File: src/rtl/mac_operand_sequencer_if.sv
// Operand-load, MAC and result-stream signals of the MAC operand sequencer.
// The slave side is the sequencer; the master side drives loads, starts runs and consumes results.
interface mac_operand_sequencer_if;
  logic         ld_valid;
  logic         ld_sel;
  logic [3:0]   ld_idx;
  logic [3:0]   ld_k;
  logic [7:0]   ld_data;
  logic         start;
  logic         busy;
  logic         done;
  logic [127:0] mac_a_vec;
  logic [127:0] mac_b_vec;
  logic [19:0]  mac_out;
  logic         res_valid;
  logic         res_ready;
  logic [19:0]  res_data;
  logic [3:0]   res_row;
  logic [3:0]   res_col;
  logic         res_last;

  modport slave (
    input  ld_valid, ld_sel, ld_idx, ld_k, ld_data, start, mac_out, res_ready,
    output busy, done, mac_a_vec, mac_b_vec, res_valid, res_data, res_row, res_col, res_last
  );

  modport master (
    output ld_valid, ld_sel, ld_idx, ld_k, ld_data, start, mac_out, res_ready,
    input  busy, done, mac_a_vec, mac_b_vec, res_valid, res_data, res_row, res_col, res_last
  );
endinterface

File: src/rtl/mac_operand_sequencer.sv
// Feeds A-row/B-column operand pairs to a 16-term MAC and streams C = A*B row-major.
// Issue is credit-gated so the result FIFO can never overflow and the MAC never stalls.
module mac_operand_sequencer #(
  parameter int ROWS     = 4,
  parameter int COLS     = 4,
  parameter int MAC_LAT  = 2,
  parameter int FIFO_DEP = 4
) (
  input logic clk,
  input logic reset,
  mac_operand_sequencer_if.slave bus
);
  localparam int CW = $clog2(FIFO_DEP + 1);
  localparam int PW = $clog2(FIFO_DEP);

  typedef enum logic [1:0] {IDLE, RUN, DRAIN} state_t;
  typedef struct packed {
    logic [3:0] row;
    logic [3:0] col;
    logic       last;
  } tag_t;
  typedef struct packed {
    logic [19:0] data;
    tag_t        tag;
  } ent_t;

  state_t state, state_nxt;
  logic [ROWS-1:0][127:0] a_bank;
  logic [COLS-1:0][127:0] b_bank;
  logic [127:0] a_row, b_col, a_vec, b_vec;
  logic [3:0]   i_q, j_q;
  logic [MAC_LAT:0] vld_pipe;
  tag_t tag_pipe [MAC_LAT+1];
  ent_t fifo [FIFO_DEP];
  logic [PW-1:0] wr_ptr, rd_ptr;
  logic [CW-1:0] count, in_flight;
  logic [CW:0]   occ;
  logic issue, issue_last, push, pop, res_valid, drain_done;

  function automatic logic [PW-1:0] ptr_inc(input logic [PW-1:0] p);
    return (p == PW'(FIFO_DEP-1)) ? '0 : p + 1'b1;
  endfunction

  always_comb begin
    in_flight = '0;
    for (int s = 0; s <= MAC_LAT; s++) in_flight = in_flight + CW'(vld_pipe[s]);
  end

  assign res_valid  = (count != '0);
  assign push       = vld_pipe[MAC_LAT];
  assign pop        = res_valid && bus.res_ready;
  // A pop this cycle returns its credit immediately.
  assign occ        = {1'b0, in_flight} + {1'b0, count} - {{CW{1'b0}}, pop};
  assign issue      = (state == RUN) && (occ < (CW+1)'(FIFO_DEP));
  assign issue_last = (i_q == 4'(ROWS-1)) && (j_q == 4'(COLS-1));
  assign drain_done = (state == DRAIN) && (in_flight == '0) && (count == CW'(1)) && pop;

  always_comb begin
    a_row = '0;
    b_col = '0;
    for (int r = 0; r < ROWS; r++) if (i_q == 4'(r)) a_row = a_bank[r];
    for (int c = 0; c < COLS; c++) if (j_q == 4'(c)) b_col = b_bank[c];
  end

  always_ff @(posedge clk or posedge reset) begin
    if (reset) state <= IDLE;
    else       state <= state_nxt;
  end

  always_comb begin
    state_nxt = state;
    unique case (state)
      IDLE:    if (bus.start)            state_nxt = RUN;
      RUN:     if (issue && issue_last)  state_nxt = DRAIN;
      DRAIN:   if (drain_done)           state_nxt = IDLE;
      default:                           state_nxt = IDLE;
    endcase
  end

  always_ff @(posedge clk or posedge reset) begin
    if (reset) begin
      i_q <= '0;
      j_q <= '0;
    end else if (state == IDLE && bus.start) begin
      i_q <= '0;
      j_q <= '0;
    end else if (issue) begin
      if (j_q == 4'(COLS-1)) begin
        j_q <= '0;
        i_q <= i_q + 4'd1;
      end else begin
        j_q <= j_q + 4'd1;
      end
    end
  end

  // Banks are only writable between runs so a run sees a consistent snapshot.
  always_ff @(posedge clk or posedge reset) begin
    if (reset) begin
      a_bank <= '0;
      b_bank <= '0;
    end else if (state == IDLE && bus.ld_valid) begin
      for (int r = 0; r < ROWS; r++)
        if (!bus.ld_sel && bus.ld_idx == 4'(r)) a_bank[r][{bus.ld_k, 3'b000} +: 8] <= bus.ld_data;
      for (int c = 0; c < COLS; c++)
        if (bus.ld_sel && bus.ld_idx == 4'(c))  b_bank[c][{bus.ld_k, 3'b000} +: 8] <= bus.ld_data;
    end
  end

  always_ff @(posedge clk or posedge reset) begin
    if (reset) begin
      a_vec    <= '0;
      b_vec    <= '0;
      vld_pipe <= '0;
      for (int s = 0; s <= MAC_LAT; s++) tag_pipe[s] <= '0;
    end else begin
      if (issue) begin
        a_vec <= a_row;
        b_vec <= b_col;
      end
      vld_pipe[0] <= issue;
      tag_pipe[0] <= '{row: i_q, col: j_q, last: issue_last};
      for (int s = 1; s <= MAC_LAT; s++) begin
        vld_pipe[s] <= vld_pipe[s-1];
        tag_pipe[s] <= tag_pipe[s-1];
      end
    end
  end

  // The tag leaves the pipe in the cycle mac_out holds the matching result.
  always_ff @(posedge clk or posedge reset) begin
    if (reset) begin
      wr_ptr <= '0;
      rd_ptr <= '0;
      count  <= '0;
      for (int e = 0; e < FIFO_DEP; e++) fifo[e] <= '0;
    end else begin
      if (push) begin
        fifo[wr_ptr] <= '{data: bus.mac_out, tag: tag_pipe[MAC_LAT]};
        wr_ptr       <= ptr_inc(wr_ptr);
      end
      if (pop) rd_ptr <= ptr_inc(rd_ptr);
      unique case ({push, pop})
        2'b10:   count <= count + 1'b1;
        2'b01:   count <= count - 1'b1;
        default: count <= count;
      endcase
    end
  end

  assign bus.busy      = (state != IDLE);
  assign bus.done      = drain_done;
  assign bus.mac_a_vec = a_vec;
  assign bus.mac_b_vec = b_vec;
  assign bus.res_valid = res_valid;
  assign bus.res_data  = fifo[rd_ptr].data;
  assign bus.res_row   = fifo[rd_ptr].tag.row;
  assign bus.res_col   = fifo[rd_ptr].tag.col;
  assign bus.res_last  = fifo[rd_ptr].tag.last;
endmodule
File: src/flat_wrapper.sv
// flat-port wrapper written by rule: the top's interface ports become plain ports
module mac_operand_sequencer_flat 
#(
  parameter int ROWS     = 4,
  parameter int COLS     = 4,
  parameter int MAC_LAT  = 2,
  parameter int FIFO_DEP = 4
)
  (clk, reset, bus_ld_valid, bus_ld_sel, bus_ld_idx, bus_ld_k, bus_ld_data, bus_start, bus_mac_out, bus_res_ready, bus_busy, bus_done, bus_mac_a_vec, bus_mac_b_vec, bus_res_valid, bus_res_data, bus_res_row, bus_res_col, bus_res_last);
  mac_operand_sequencer_if bus_i ();
  input logic clk;
  input logic reset;
  input wire logic [$bits(bus_i.ld_valid)-1:0] bus_ld_valid;
  input wire logic [$bits(bus_i.ld_sel)-1:0] bus_ld_sel;
  input wire logic [$bits(bus_i.ld_idx)-1:0] bus_ld_idx;
  input wire logic [$bits(bus_i.ld_k)-1:0] bus_ld_k;
  input wire logic [$bits(bus_i.ld_data)-1:0] bus_ld_data;
  input wire logic [$bits(bus_i.start)-1:0] bus_start;
  input wire logic [$bits(bus_i.mac_out)-1:0] bus_mac_out;
  input wire logic [$bits(bus_i.res_ready)-1:0] bus_res_ready;
  output wire logic [$bits(bus_i.busy)-1:0] bus_busy;
  output wire logic [$bits(bus_i.done)-1:0] bus_done;
  output wire logic [$bits(bus_i.mac_a_vec)-1:0] bus_mac_a_vec;
  output wire logic [$bits(bus_i.mac_b_vec)-1:0] bus_mac_b_vec;
  output wire logic [$bits(bus_i.res_valid)-1:0] bus_res_valid;
  output wire logic [$bits(bus_i.res_data)-1:0] bus_res_data;
  output wire logic [$bits(bus_i.res_row)-1:0] bus_res_row;
  output wire logic [$bits(bus_i.res_col)-1:0] bus_res_col;
  output wire logic [$bits(bus_i.res_last)-1:0] bus_res_last;
  assign bus_i.ld_valid = bus_ld_valid;
  assign bus_i.ld_sel = bus_ld_sel;
  assign bus_i.ld_idx = bus_ld_idx;
  assign bus_i.ld_k = bus_ld_k;
  assign bus_i.ld_data = bus_ld_data;
  assign bus_i.start = bus_start;
  assign bus_i.mac_out = bus_mac_out;
  assign bus_i.res_ready = bus_res_ready;
  assign bus_busy = bus_i.busy;
  assign bus_done = bus_i.done;
  assign bus_mac_a_vec = bus_i.mac_a_vec;
  assign bus_mac_b_vec = bus_i.mac_b_vec;
  assign bus_res_valid = bus_i.res_valid;
  assign bus_res_data = bus_i.res_data;
  assign bus_res_row = bus_i.res_row;
  assign bus_res_col = bus_i.res_col;
  assign bus_res_last = bus_i.res_last;
  mac_operand_sequencer #(.ROWS(ROWS), .COLS(COLS), .MAC_LAT(MAC_LAT), .FIFO_DEP(FIFO_DEP)) u_core (.clk(clk), .reset(reset), .bus(bus_i));
endmodule
File: config.mk
export PLATFORM = sky130hd
export DESIGN_NAME = mac_operand_sequencer_flat
export DESIGN_NICKNAME = d
export VERILOG_FILES = /design/src/rtl/mac_operand_sequencer_if.sv /design/src/rtl/mac_operand_sequencer.sv /design/src/flat_wrapper.sv
export SDC_FILE = /design/constraint.sdc
export NUM_CORES = 2
export LEC_CHECK = 0
export CELL_PAD_IN_SITES_DETAIL_PLACEMENT = 0
export CELL_PAD_IN_SITES_GLOBAL_PLACEMENT = 1
export CORE_MARGIN = 5
export CORE_UTILIZATION = 50
export DETAILED_ROUTE_END_ITERATION = 8
export HOLD_SLACK_MARGIN = 0.02
export PLACE_DENSITY = 0.84
export SYNTH_ARGS = -nofsm -noshare
export SYNTH_HDL_FRONTEND = slang
export SYNTH_SLANG_ARGS = --single-unit
File: constraint.sdc
create_clock -name clk -period 57.5 [get_ports clk]
set_clock_uncertainty 0.1 [all_clocks]
set_input_delay 11.5 -clock clk [delete_from_list [all_inputs] [get_ports clk]]
set_output_delay 11.5 -clock clk [all_outputs]
set_load 0.02 [all_outputs]
======== After elaboration in Yosys (flattened, before gate mapping) ========
Index checks and enable logic that the tools add are counted.
cells by class
  $mul .................................... 0
  add/subtract/negate cells ............... 11
  magnitude comparators ................... 4
  div/mod/pow operators ................... 0
  reduce and logical (&&, ||, !) cells .... 39
  muxes and demuxes ....................... 35
  shift-type cells ........................ 2
  equality and inequality tests ........... 19
  bitwise operators ....................... 2
operator list
  cell                       number
  $bwmux W128                8
  $mux W128                  8
  $shift A8 B9 Y128 const A  1
  $shiftx A8 B9 Y128         1
  $bwmux W116                1
  $mux W29                   3
  $bmux W29 S2               1
  $demux W29 S2              1
  $eq A4 B2 Y1 const B       6
  $mux W4                    6
  $logic_and A1 B1 Y1        18
  $reduce_and A2 Y1          9
  $eq A4 B1 Y1 const B       3
  $logic_not A4 Y1           3
  $mux W2                    5
  $neg A7 Y9                 1
  $add A4 B1 Y4 const B      2
  $eq A2 B2 Y1 const B       4
  $reduce_bool A2 Y1         4
  $ge A3 B3 Y1 const B       2
  $ne A2 B2 Y1 const B       3
  $not A2 Y3                 2
  $pmux W2 S3                1
  $pmux W3 S2                1
  other kinds (16)           18
word-level totals
  ROM bits ................................ 0
  output and inout port bits .............. 288
  register bits ........................... 1443
  latch bits .............................. 0
  RAM bits ................................ 0
  memories ................................ 0
  input port bits ......................... 42

======== Longest topological paths before layout ========
  depth after elaboration ................. 9
  depth in mapped cells ................... 15
  depth with buffers taken out ............ 12

======== Worst setup path before layout ========
No wires, ideal clock.
  kind .................................... input to output
  start ................................... input port bus_res_ready
  end ..................................... output port bus_done
  stages .................................. 2
  setup slack ............................. 33.510 ns
  data arrival time ....................... 12.390 ns
  required time ........................... 45.900 ns
  path through ............................ nand2_1 -> nor4_1
between the ends
  word-level cells in the longest chain between the ends .. 2
RTL lines
  what                 RTL line                     text
  start, declared      flat_wrapper.sv:20           input wire logic [$bits(bus_i.res_ready)-1:0] bus_res_ready;
  $logic_and A1 B1 Y1  mac_operand_sequencer.sv:51  assign pop = res_valid && bus.res_ready;
  $logic_and A1 B1 Y1  mac_operand_sequencer.sv:56  assign drain_done = (state == DRAIN) && (in_flight == '0) && (count == CW'(1)) && pop;
  end, declared        flat_wrapper.sv:22           output wire logic [$bits(bus_i.done)-1:0] bus_done;
No other way between the ends.

======== Worst setup path in the final report ========
Ends and elaborated chain as after synthesis.

==> run metrics <==
status=finished clean; vias in the first global route=41700; Commonest cells post-synth=dfrtp_1 (1443), mux2_2 (1389), nand2_1 (553), clkbuf_1 (328), nor2_1 (279); io pins=330; Layout area overhead=14.71%; min cycle time layout=24.89 ns; Worst-Margin Slew=1.295 ns; sequential area share after synthesis=0.5546; post-synthesis mux area share=0.2529; Pins Over Slew Limit=0; Max Fclk=0.04018 GHz; Power Density=43.35 mW/mm^2; Synth Instances=5165; Initial Util=0.5029; largest cells by area after synthesis=dfrtp_1 (55%), mux2_2 (24%), nand2_1 (3.2%); die extent in y=370.9 um; Synth Register Bits=1443; switching power=approximately 1.1 mW; largest net degree at the start of global routing=203; max_cap viols=0; area share of xor/xnor cells in the synthesized design=0.0005380; DRC Markers=0; H-tree depth=4; Rows=132; clock sink total=1443; Post-synth ARST share=1.000; Synth Area in Simple Gates=0.09531; syn_nets=5237; grt ovf=0; initial antenna violation count=14; hold crit path type=reg -> reg; setup violators final=0; Adder-Cell Fraction of Synth Area=0.005880; Critical Path AT=13.29 ns; RSZ-0062 raised after global routing=false; CP max FO=5; dpl cells=6897; Final Total Pwr=3.238 mW; CTS Buf Count=154; global-route wire length before repair=roughly 260000 um; setup TNS=0 ns; clk_lat worst skew=0.78 ns; post-placement cell area=approximately 0.07 mm^2; Avg Cell Area, Syn=12.61 um^2; CTS Buffer Depth=3; Most used DFF post-synth=dfrtp_1; Flop pwr share=0.370; layout cells sized above 1=0.3357; cell breakdown of the critical path=clkdlybuf4s50_1 -> nand2_1 -> nor4_1 -> clkdlybuf4s50_1; GPL Wtd Cong=0.7961; HPWL Detailed=101400 um; largest family of logic cells by synthesized area=multiplexers; Post-synth EDFFs=0; Finished Cell Area=around 0.075 mm^2; Warnings, synthesis=0; CP startpoint kind=input pin; CTS root buf=clkbuf_16; Compound-Gate Fraction of Synth Area=0.06336; Int Pwr=2.142 mW; CP dominant cell by count=clkdlybuf4s50_1; CTS Hold Bufs=0; Final ANT Viol Nets=0; FF+latch area=0.03611 mm^2; top-area cell type share of the netlist area=0.5546; Comb power frac=0.320; Clock transition at path regs=0.06 ns; static leakage=35.33 nW; Hold Fails Final Rpt=0; clock power share=0.310; Vias=41490; total wire length=167400 um; most frequent cell after synthesis=dfrtp_1; largest area contributor in the netlist=dfrtp_1; Util after Layout=0.5768; multi-input logic area=about 0.027 mm^2; relative slew slack=0.1348; DR vias/cell=approximately 5.8; CTS resizes=0; CTS tree=done; setup bufs post-CTS=0; die area=0.1375 mm^2; Netlist Area Pre-Place=between 0.06 and 0.07 mm^2; core footprint=about 0.13 mm^2; CP required=roughly 46 ns; initial drt markers=3275; Switching Fraction=0.3385; TritonRoute pass-1 iters=5; crit-path max cell delay=roughly 0.70 ns; count of cell types in the netlist=67; I/O Buffers=329; Die X=between 300 and 400 um; Total Nets Final=5383; Global Route Usage Sum=0.2424; Worst path slowest cell=clkdlybuf4s50_1; DR WL/cell=between 20 and 25 um; crit path capture type=primary output; kind of critical path=in -> out; non-filler cells, final=7172; Fillers=10420; crit share post-route=0.4328; VDD IR-drop max=37.96 uV
[final timing paths]
| check | end | cells after the start | slack, ns | startpoint |
|---|---|---|---|---|
| setup / recovery | bus_done | 4 | 32.61 | bus_res_ready |
| hold / removal | u_core.tag_pipe[6]$_DFF_PP0_ | 0 | 0.25 | u_core.tag_pipe[15]$_DFF_PP0_ |
| setup reg to reg | u_core.bus.mac_b_vec[116]$_DFFE_PP0P_ | 15 | 52.29 | u_core.count[0]$_DFFE_PP0P_ |
| hold reg to reg | u_core.tag_pipe[6]$_DFF_PP0_ | 0 | 0.25 | u_core.tag_pipe[15]$_DFF_PP0_ |
| max in group asynchronous | u_core.b_bank[284]$_DFFE_PP0P_ | 6 | 41.94 | reset |
| min in group asynchronous | u_core.fifo[72]$_DFFE_PP0P_ | 2 | 11.15 | reset |
[state kept, by name (all words and copies together), names as in the netlist]
signal	count
u_core.bus.mac_a_vec	128
u_core.state	2
u_core.bus.mac_b_vec	128
u_core.wr_ptr	2
u_core.count	3
u_core.a_bank	512
u_core.rd_ptr	2
u_core.fifo	116
u_core.i_q	4
u_core.j_q	4
u_core.b_bank	512
u_core.vld_pipe	3
u_core.tag_pipe	27
[final cells by class]
cell class	instances	area share
clock buffer	228	0.06061
timing repair buffer	399	0.05143
antenna	5	0.0001675
clock inverter	42	0.008041
sequential	1443	0.4835
tap	1742	0.02918
multi-input combinational	3288	0.3658
inverter	25	0.001357
[worst max-delay path: cells and delay by family]
family	cells	cell delay, ns
buffers and inverters	2	1.17
and+or+nand+nor	2	0.62
[layout by cell type, fill, tap and decap left out, types with 7 or more instances in the layout]
cell type / synthesis / final
o211ai_2: 12 / 12
and3_1: 19 / 19
clkbuf_16: 0 / 158
nand2_1: 553 / 551
bufinv_16: 0 / 10
nand2b_1: 13 / 13
nor2b_1: 12 / 12
o21ai_0: 7 / 7
mux2_2: 1389 / 1389
clkbuf_1: 328 / 39
inv_1: 24 / 23
nor2_1: 279 / 277
nand2_2: 15 / 17
nand3_1: 19 / 19
clkinv_2: 0 / 18
a31oi_1: 258 / 258
a21o_1: 257 / 257
buf_2: 32 / 8
and2_1: 8 / 8
mux4_2: 29 / 29
o211ai_1: 8 / 8
ha_1: 29 / 25
a21oi_2: 13 / 13
buf_4: 26 / 65
clkbuf_8: 0 / 31
mux2_1: 8 / 8
nand4_1: 13 / 13
nand3b_1: 257 / 257
dfrtp_1: 1443 / 1442
mux2i_1: 8 / 8
clkdlybuf4s50_1: 0 / 321
[routing by layer]
| layer | vias to the layer above | global-route usage | wire length (um) |
|---|---|---|---|
| met5 | - | 0 | 88 |
| met4 | 12 | 0.07408 | 4826 |
| met3 | 265 | 0.04397 | 9950 |
| met2 | 1039 | 0.3849 | 78150 |
| met1 | 21660 | 0.3421 | 74400 |
| li1 | 18520 | - | - |
[logic make-up after synthesis]
| group | after synthesis |
|---|---|
| xor gates and xnor gates | 4 |
| DFF | 1443 |
| AOI/OAI and AO/OA | 573 |
| and+or+nand+nor | 1247 |
| muxes | 1434 |
| adders and majority gates | 30 |
| buffers and inverters | 434 |
[power by group through the flow]
stage	clock [mW]	combinational, mW	sequential, mW
2_1_floorplan	0	0.636	1.26
3_3_place_gp	0	1.03	1.21
3_5_place_dp	0	1.04	1.22
4_1_cts	1.02	1.05	1.20
5_1_grt	1.06	1.10	1.21
6_report	1.00	1.04	1.20
[metrics by stage]
step / setup WS [ns] / hold slack, ns
floorplan: 5.204 / 0.2312
CTS: 32.62 / 0.2459
global route: 32.57 / 0.2540
finish: 32.61 / 0.2458
global placement: 32.74 / 0.2330
detailed placement: 32.64 / 0.2347
(Power assumes the default switching activity.)
